--- src/rtl/scan_chain_ctrl.sv ---
// scan_chain_ctrl
// Sequencer for a serial chain of scan flops. Paces the chain with one-cycle
// cp enable pulses, drives te/ti, samples the chain's serial output and runs
// load, optional capture, and unload sequences. All outputs are registered.
module scan_chain_ctrl #(
  parameter int CHAIN_LEN = 8,
  parameter int DIV       = 4
) (
  input  logic                 sys_clk,
  input  logic                 reset,
  input  logic                 start,
  input  logic                 capture,
  input  logic                 abort,
  input  logic [CHAIN_LEN-1:0] load_data,
  input  logic                 so_in,
  output logic                 cp_out,
  output logic                 te_out,
  output logic                 ti_out,
  output logic                 sd_n_out,
  output logic                 busy,
  output logic                 done,
  output logic [CHAIN_LEN-1:0] unload_data
);

  localparam int DW = (DIV > 2) ? $clog2(DIV) : 1;
  localparam int CW = $clog2(CHAIN_LEN + 1);
  localparam logic [DW-1:0] DIV_LAST = DW'(DIV - 1);
  localparam logic [CW-1:0] BIT_LAST = CW'(CHAIN_LEN - 1);

  typedef enum logic [2:0] {
    IDLE,
    SHIFT_IN,
    CAPTURE,
    SHIFT_OUT,
    FINISH
  } state_t;

  state_t               state_q, state_d;
  logic [DW-1:0]        div_q, div_d;
  logic [CW-1:0]        bit_q, bit_d;
  logic [CHAIN_LEN-1:0] ld_q, ld_d;
  logic                 cap_q, cap_d;
  logic                 cp_q, cp_d;
  logic                 te_q, te_d;
  logic                 ti_q, ti_d;
  logic                 sd_n_q;
  logic                 busy_q, busy_d;
  logic                 done_q, done_d;
  logic [CHAIN_LEN-1:0] unload_q, unload_d;

  assign cp_out      = cp_q;
  assign te_out      = te_q;
  assign ti_out      = ti_q;
  assign sd_n_out    = sd_n_q;
  assign busy        = busy_q;
  assign done        = done_q;
  assign unload_data = unload_q;

  // Next-state logic: cp_q marks the pulse cycle, so every shift, sample and
  // state change happens on the edge that closes a cp pulse.
  always_comb begin
    state_d  = state_q;
    div_d    = div_q;
    bit_d    = bit_q;
    ld_d     = ld_q;
    cap_d    = cap_q;
    te_d     = te_q;
    ti_d     = ti_q;
    busy_d   = busy_q;
    done_d   = 1'b0;
    unload_d = unload_q;
    cp_d     = 1'b0;

    if (abort) begin
      state_d = IDLE;
      div_d   = '0;
      bit_d   = '0;
      te_d    = 1'b0;
      ti_d    = 1'b0;
      busy_d  = 1'b0;
    end else begin
      case (state_q)
        IDLE: begin
          if (start) begin
            state_d = SHIFT_IN;
            ld_d    = load_data << 1;
            cap_d   = capture;
            busy_d  = 1'b1;
            te_d    = 1'b1;
            ti_d    = load_data[CHAIN_LEN-1];
            div_d   = '0;
            bit_d   = '0;
          end
        end
        SHIFT_IN, SHIFT_OUT: begin
          if (cp_q) begin
            for (int i = 0; i < CHAIN_LEN; i++) begin
              if (bit_q == CW'(CHAIN_LEN - 1 - i)) begin
                unload_d[i] = so_in;
              end
            end
            div_d = '0;
            if (bit_q == BIT_LAST) begin
              bit_d = '0;
              te_d  = 1'b0;
              ti_d  = 1'b0;
              if (state_q == SHIFT_IN && cap_q) begin
                state_d = CAPTURE;
              end else begin
                state_d = FINISH;
              end
            end else begin
              bit_d = bit_q + CW'(1);
              ti_d  = (state_q == SHIFT_IN) ? ld_q[CHAIN_LEN-1] : 1'b0;
              ld_d  = ld_q << 1;
            end
          end else begin
            div_d = div_q + DW'(1);
          end
        end
        CAPTURE: begin
          if (cp_q) begin
            state_d = SHIFT_OUT;
            te_d    = 1'b1;
            ti_d    = 1'b0;
            div_d   = '0;
            bit_d   = '0;
          end else begin
            div_d = div_q + DW'(1);
          end
        end
        FINISH: begin
          state_d = IDLE;
          busy_d  = 1'b0;
          done_d  = 1'b1;
          te_d    = 1'b0;
          ti_d    = 1'b0;
        end
        default: begin
          state_d = IDLE;
        end
      endcase
    end

    if ((state_d == SHIFT_IN || state_d == CAPTURE || state_d == SHIFT_OUT) &&
        (div_d == DIV_LAST)) begin
      cp_d = 1'b1;
    end
  end

  // State and output registers; sd_n is held low while reset is sampled high.
  always_ff @(posedge sys_clk) begin
    if (reset) begin
      state_q  <= IDLE;
      div_q    <= '0;
      bit_q    <= '0;
      ld_q     <= '0;
      cap_q    <= 1'b0;
      cp_q     <= 1'b0;
      te_q     <= 1'b0;
      ti_q     <= 1'b0;
      sd_n_q   <= 1'b0;
      busy_q   <= 1'b0;
      done_q   <= 1'b0;
      unload_q <= '0;
    end else begin
      state_q  <= state_d;
      div_q    <= div_d;
      bit_q    <= bit_d;
      ld_q     <= ld_d;
      cap_q    <= cap_d;
      cp_q     <= cp_d;
      te_q     <= te_d;
      ti_q     <= ti_d;
      sd_n_q   <= 1'b1;
      busy_q   <= busy_d;
      done_q   <= done_d;
      unload_q <= unload_d;
    end
  end

endmodule

--- config.mk ---
export PLATFORM = sky130hd
export DESIGN_NAME = scan_chain_ctrl
export DESIGN_NICKNAME = d
export VERILOG_FILES = /design/src/rtl/scan_chain_ctrl.sv
export SDC_FILE = /design/constraint.sdc
export NUM_CORES = 1
export LEC_CHECK = 0
export BUFFER_PORTS_ARGS = -buffer_cell sky130_fd_sc_hd__buf_2
export CORE_MARGIN = 8
export CORE_UTILIZATION = 40
export CTS_CLUSTER_DIAMETER = 50
export DETAILED_ROUTE_END_ITERATION = 10
export PLACE_DENSITY = 0.62
export SLEW_MARGIN = 10
export SYNTH_ARGS = -nofsm -noshare
export SYNTH_HDL_FRONTEND = slang
export SYNTH_SLANG_ARGS = --single-unit
--- constraint.sdc ---
create_clock -name sys_clk -period 2.3 [get_ports sys_clk]
set_clock_uncertainty 0.2 [all_clocks]
set_input_delay 0.345 -clock sys_clk [delete_from_list [all_inputs] [get_ports sys_clk]]
set_output_delay 0.345 -clock sys_clk [all_outputs]
set_load 0.03 [all_outputs]
## After elaboration in Yosys (flattened, before gate mapping)

Index checks and enable logic that the tools add are counted.

- $add $sub $neg: 2
- $mul: 0
- Divide/modulo/power cells: 0
- Order comparisons: 0
- Equal/unequal tests: 20
- Shifts and indexed selects: 0
- Muxes and demuxes: 35
- Bitwise gates (word level): 1
- Reduce and logical (&&, ||, !) cells: 27

Operator list:

| cell | count |
|---|---|
| AND reduction 4 bit | 10 |
| 2-to-1 mux 8 bit | 3 |
| 2-to-1 mux 3 bit | 6 |
| == test 4 x 3 -> 1 bit (second input constant) | 4 |
| 2-to-1 mux 4 bit | 4 |
| one-hot mux 8 bit (2 select lines) | 1 |
| == test 3 x 2 -> 1 bit (second input constant) | 4 |
| 2-to-1 mux 1 bit | 12 |
| one-hot mux 4 bit (3 select lines) | 1 |
| != test 2 bit (second input constant) | 5 |
| AND reduction 5 bit | 2 |
| one-hot mux 3 bit (3 select lines) | 1 |
| == test 4 x 2 -> 1 bit (second input constant) | 2 |
| one-hot mux 1 bit (4 select lines) | 2 |
| == test 3 x 1 -> 1 bit (second input constant) | 2 |
| 2-to-1 mux 2 bit | 3 |
| adder 4 x 1 -> 4 bit (second input constant) | 1 |
| == test 4 x 1 -> 1 bit (second input constant) | 1 |
| zero test 4 bit | 1 |
| one-hot mux 2 bit (2 select lines) | 1 |
| nonzero test 2 bit | 2 |
| nonzero test 4 bit | 1 |
| OR reduction 2 bit | 2 |
| == test 3 bit (second input constant) | 1 |
| other kinds (11) | 13 |

- Bits in registers: 32
- Latch bits: 0
- Memory bits (writable): 0
- Memory bits (read-only): 0
- Input port bits: 14
- Output and inout port bits: 14
- Word-level logic and storage cells: 104
- Memories: 0

## Logic depth before layout (Yosys ltp)

- Depth in word-level cells: 12
- Gate-level depth with buffers: 6

## Worst setup path before layout

Ideal clock, no wire load.

- Path kind: reg2reg
- Start: register cp_q (netlist: cp_out)
- End: register unload_q[4] (netlist: unload_data[4])
- Library setup time: 0.127 ns
- Arrival: 1.557 ns
- Slack: 0.415 ns
- Stages on the path, launching flop included: 6
- Path through: dfxtp_1 buf_2 nor4b_1 nand3_1 mux2i_1 nor2_1

- Word-level cells in the longest chain between the ends: 1

RTL lines:

| element | line | source |
|---|---|---|
| start, declared | 43 | `logic cp_q, cp_d;` |
| start signal, assigned | 172 | `cp_q <= cp_d;` |
| AND reduction 4 bit (no line) | -- |  |
| end signal, assigned | 178 | `unload_q <= unload_d;` |
| end, declared | 49 | `logic [CHAIN_LEN-1:0] unload_q, unload_d;` |

Every way passes these cells.
A chain may end at the register's enable or synchronous reset.

## Worst setup path after layout

- Start: register state_q[2]
- End: register ld_q[3]

- Word-level cells in the longest chain between the ends: 4

RTL lines:

| element | line | source |
|---|---|---|
| start, declared | 38 | `state_t state_q, state_d;` |
| start signal, assigned | 167 | `state_q <= state_d;` |
| == test 3 x 1 -> 1 bit / == test 3 x 2 -> 1 bit (equally long branches) | 82 | `case (state_q)` |
| OR reduction 2 bit | 82 |  |
| != test 2 bit (no line) / nonzero test 2 bit (equally long branches) | -- |  |
| AND reduction 5 bit (no line) | -- |  |
| end signal, assigned | 170 | `ld_q <= ld_d;` |
| end, declared | 41 | `logic [CHAIN_LEN-1:0] ld_q, ld_d;` |

Parallel ways exist; a longest one is shown, timed or not.

==> results by group <==
STA
  • RSZ-0062 raised after global routing: no
  • Crit path time final: 1.969 ns
  • Crit share post-route: 85.62%
  • Final setup TNS: 0 ns
  • Slew HR: 38.26%
  • Final hold vios: 0
  • Final Setup Violations: 0
  • Slew at the pin with the worst max-slew slack: 0.9227 ns
  • Fmax: 507.8 MHz
  • Slew Limit Fails: 0

Global routing
  • Pin count of the biggest net entering global routing: 21
  • Global Route met2 Usage: 18.63%
  • GRT overflow: 0
  • Global-route wire length before repair: 5892 µm
  • Met3 Track Usage GR: 4.032%
  • Vias in the first global route: 1327
  • Met1 Usage GRT: 13.71%
  • Grt peak-use layer: met2
  • GRT Total Usage: 11.68%
  • Initial antenna violation count: 0

Clocking
  • CTS tree: done
  • H-tree depth: 2
  • Skew-Pair Late Insertion Delay: 0.28 ns
  • Sink Count: 31
  • CTS Buf Count: 5
  • Hold_buf cts: 0
  • Max clock buf depth: 2
  • Post-cts gate resize count: 0
  • Post-CTS setup buffer count: 0
  • Clock transition at the registers of the reported paths: 0.06 ns
  • CTS root buffer: clkbuf_8

Worst setup path
  • Critical path fanouts, max: 17
  • Req. time, crit path: 2.28 ns
  • WP data arrival: 1.95 ns
  • Crit path capture type: flop
  • CP Class: reg -> reg
  • Critical path startpoint category: flop

Synth
  • Xor/xnor share of the synthesized area: 0.5742%
  • Yosys reg bits: 31
  • Synthesized area per cell: 9.025 µm²
  • Synth cell types: 44
  • Multiplexer share of the synthesized area: 11.16%
  • Synth Instances: 169
  • Mapped Area: 0.001525 mm²
  • Largest family of logic cells by synthesized area: simple AND/OR/NAND/NOR gates
  • Seq/Total Area, Yosys: 40.69%
  • EDFF count, synth: 0
  • Adder-Cell Fraction of Synth Area: 3.281%
  • Synth warn: 0
  • Async SR Flop Fraction: 0%
  • Simple-gate share of the synthesized area: 20.67%
  • Top_reg_cell synth: dfxtp_1
  • Syn nets: 187
  • Post-synthesis compound-gate area fraction: 16.98%

Finish
  • Area delta synth->final: 14.93%
  • Final core utilization: 47.88%
  • Layout cells sized above 1: 22.56%
  • Layout Nets: 212
  • Antenna Cells: 0

Drt
  • TritonRoute pass-1 iters: 4
  • DR vias: 1334
  • WL final: 3529 µm
  • DR vias/cell: 5.490
  • Drc violations: 0
  • Antenna viol nets, final: 0
  • First DRT Iteration DRCs: 49
  • Routed length per instance: 14.52 µm

Floorplanning
  • IO Pins: 28
  • Initial Utilization: 41.66%
  • Chip width: 77.75 µm
  • Die area: 0.006045 mm²
  • Die H: 77.75 µm
  • Row Count: 22
  • Core Area: 0.003661 mm²

Flow run
  • Maxcap violations: 0

Run status
  • Status: finished clean

Pwr
  • PD cells: 609.3 mW/mm²
  • Pwr Total: 1.068 mW
  • Switching share of power: 24.58%
  • Leak Pwr: 0.7653 nW
  • Logic pwr share: 9.9%
  • Sw Pwr: 0.2626 mW
  • Sequential share of power: 52.4%
  • Pint: 0.8055 mW
  • Peak VDD IR: 0.0004738 V
  • Clock power share: 37.6%

Place
  • HPWL after detailed placement: 2506 µm
  • I/O Buffers: 27
  • Gpl congestion: 0.8186

Hold path
  • Worst Hold Class: in -> reg
per-stage QoR:
step                      worst slack, ns  hold WS, ns  cells  cell area [µm²]
after floorplan                    0.4153       0.2497    169             1525
after global placement             0.4181       0.2554    235             1672
after detailed placement           0.3518       0.2619    235             1672
after CTS                          0.3309       0.1217    243             1753
after global routing               0.1139       0.1596    243             1753
final                              0.3307       0.1296    243             1753
final timing paths:
| check | endpoint | cells past startpoint | slack, ns | startpoint |
|---|---|---|---|---|
| max reg2reg | ld_q[3]$_SDFFE_PP0P_ | 3 | 0.33 | state_q[2]$_SDFF_PP0_ |
| max | ld_q[3]$_SDFFE_PP0P_ | 3 | 0.33 | state_q[2]$_SDFF_PP0_ |
| min reg2reg | busy$_SDFFE_PP0P_ | 2 | 0.27 | busy$_SDFFE_PP0P_ |
| min | cap_q$_SDFFE_PP0P_ | 3 | 0.13 | capture |
cell usage after synthesis, drive strengths merged, types with 2 or more instances:
| master | n | share of area, % |
|---|---|---|
| nor2b | 2 | 0.82 |
| or3 | 3 | 1.3 |
| nand4b | 2 | 1.1 |
| inv | 6 | 1.5 |
| a311oi | 6 | 3.4 |
| a21oi | 15 | 4.9 |
| nor2 | 14 | 3.4 |
| nand4 | 2 | 0.82 |
| mux2i | 17 | 11 |
| clkbuf | 6 | 1.5 |
| o21ai | 8 | 2.6 |
| ha | 4 | 3.3 |
| nand3 | 11 | 3.6 |
| nor3 | 4 | 1.3 |
| dfxtp | 31 | 41 |
| or2 | 2 | 0.82 |
| nand2 | 6 | 1.5 |
| buf | 7 | 3.7 |
cell type report:
cell class	instances	area, µm²
Fill cell	352	1908
Multi-Input combinational cell	119	803.3
Sequential cell	31	620.6
Timing Repair Buffer	31	165.2
Clock buffer	7	76.32
Tap cell	48	60.06
Inverter	6	22.52
Clock inverter	1	5.005
cell usage in the layout (no fill, tap or decap), types with 2 or more instances in the layout:
cell type,instances
nor2_1,14
dfxtp_1,31
nand4_1,2
clkbuf_1,2
buf_2,27
nor3_1,4
ha_1,4
nand4b_1,2
or2_2,2
a21oi_1,15
nand2_1,6
buf_4,4
a311oi_1,6
or3_1,2
mux2i_1,17
nand3_1,11
clkbuf_8,5
o21ai_0,8
nor2b_1,2
inv_1,6
power groups by stage:
| stage | registers, mW | logic (mW) | clock network (mW) |
|---|---|---|---|
| 3_3_place_gp | 0.571 | 0.102 | 0 |
| 2_1_floorplan | 0.576 | 0.0721 | 0 |
| 5_1_grt | 0.562 | 0.117 | 0.433 |
| 3_5_place_dp | 0.572 | 0.106 | 0 |
| 4_1_cts | 0.560 | 0.107 | 0.415 |
| 6_report | 0.560 | 0.106 | 0.402 |
critical path: stages (launching register included):
cell and delay (ns):
dfxtp_1 0.47, nor2_1 0.79, a21oi_1 0.14, a311oi_1 0.28
per-layer routing:
| layer | up-vias | wire length [µm] |
|---|---|---|
| met5 | - | 0 |
| met4 | 0 | 91 |
| met3 | 9 | 243 |
| met2 | 46 | 1570 |
| met1 | 613 | 1623 |
| li1 | 666 | - |
logic make-up (layout without fill, tap and decap cells):
logic type               Yosys count  in the layout
AND/OR/NAND/NOR                   57             57
buffers and inverters             19             45
flip-flops                        31             31
adder cells (fa/ha/maj)            4              4
XOR/XNOR                           1              1
multiplexers                      17             17
AO/OA/AOI/OAI                     40             40
registers in the layout, summed over array words and instances, names as in the netlist:
register / flops
bit_q: 4
busy: 1
cap_q: 1
cp_out: 1
div_q: 2
done: 1
ld_q: 7
sd_n_out: 1
state_q: 3
te_out: 1
ti_out: 1
unload_data: 8
(Power assumes the default switching activity.)
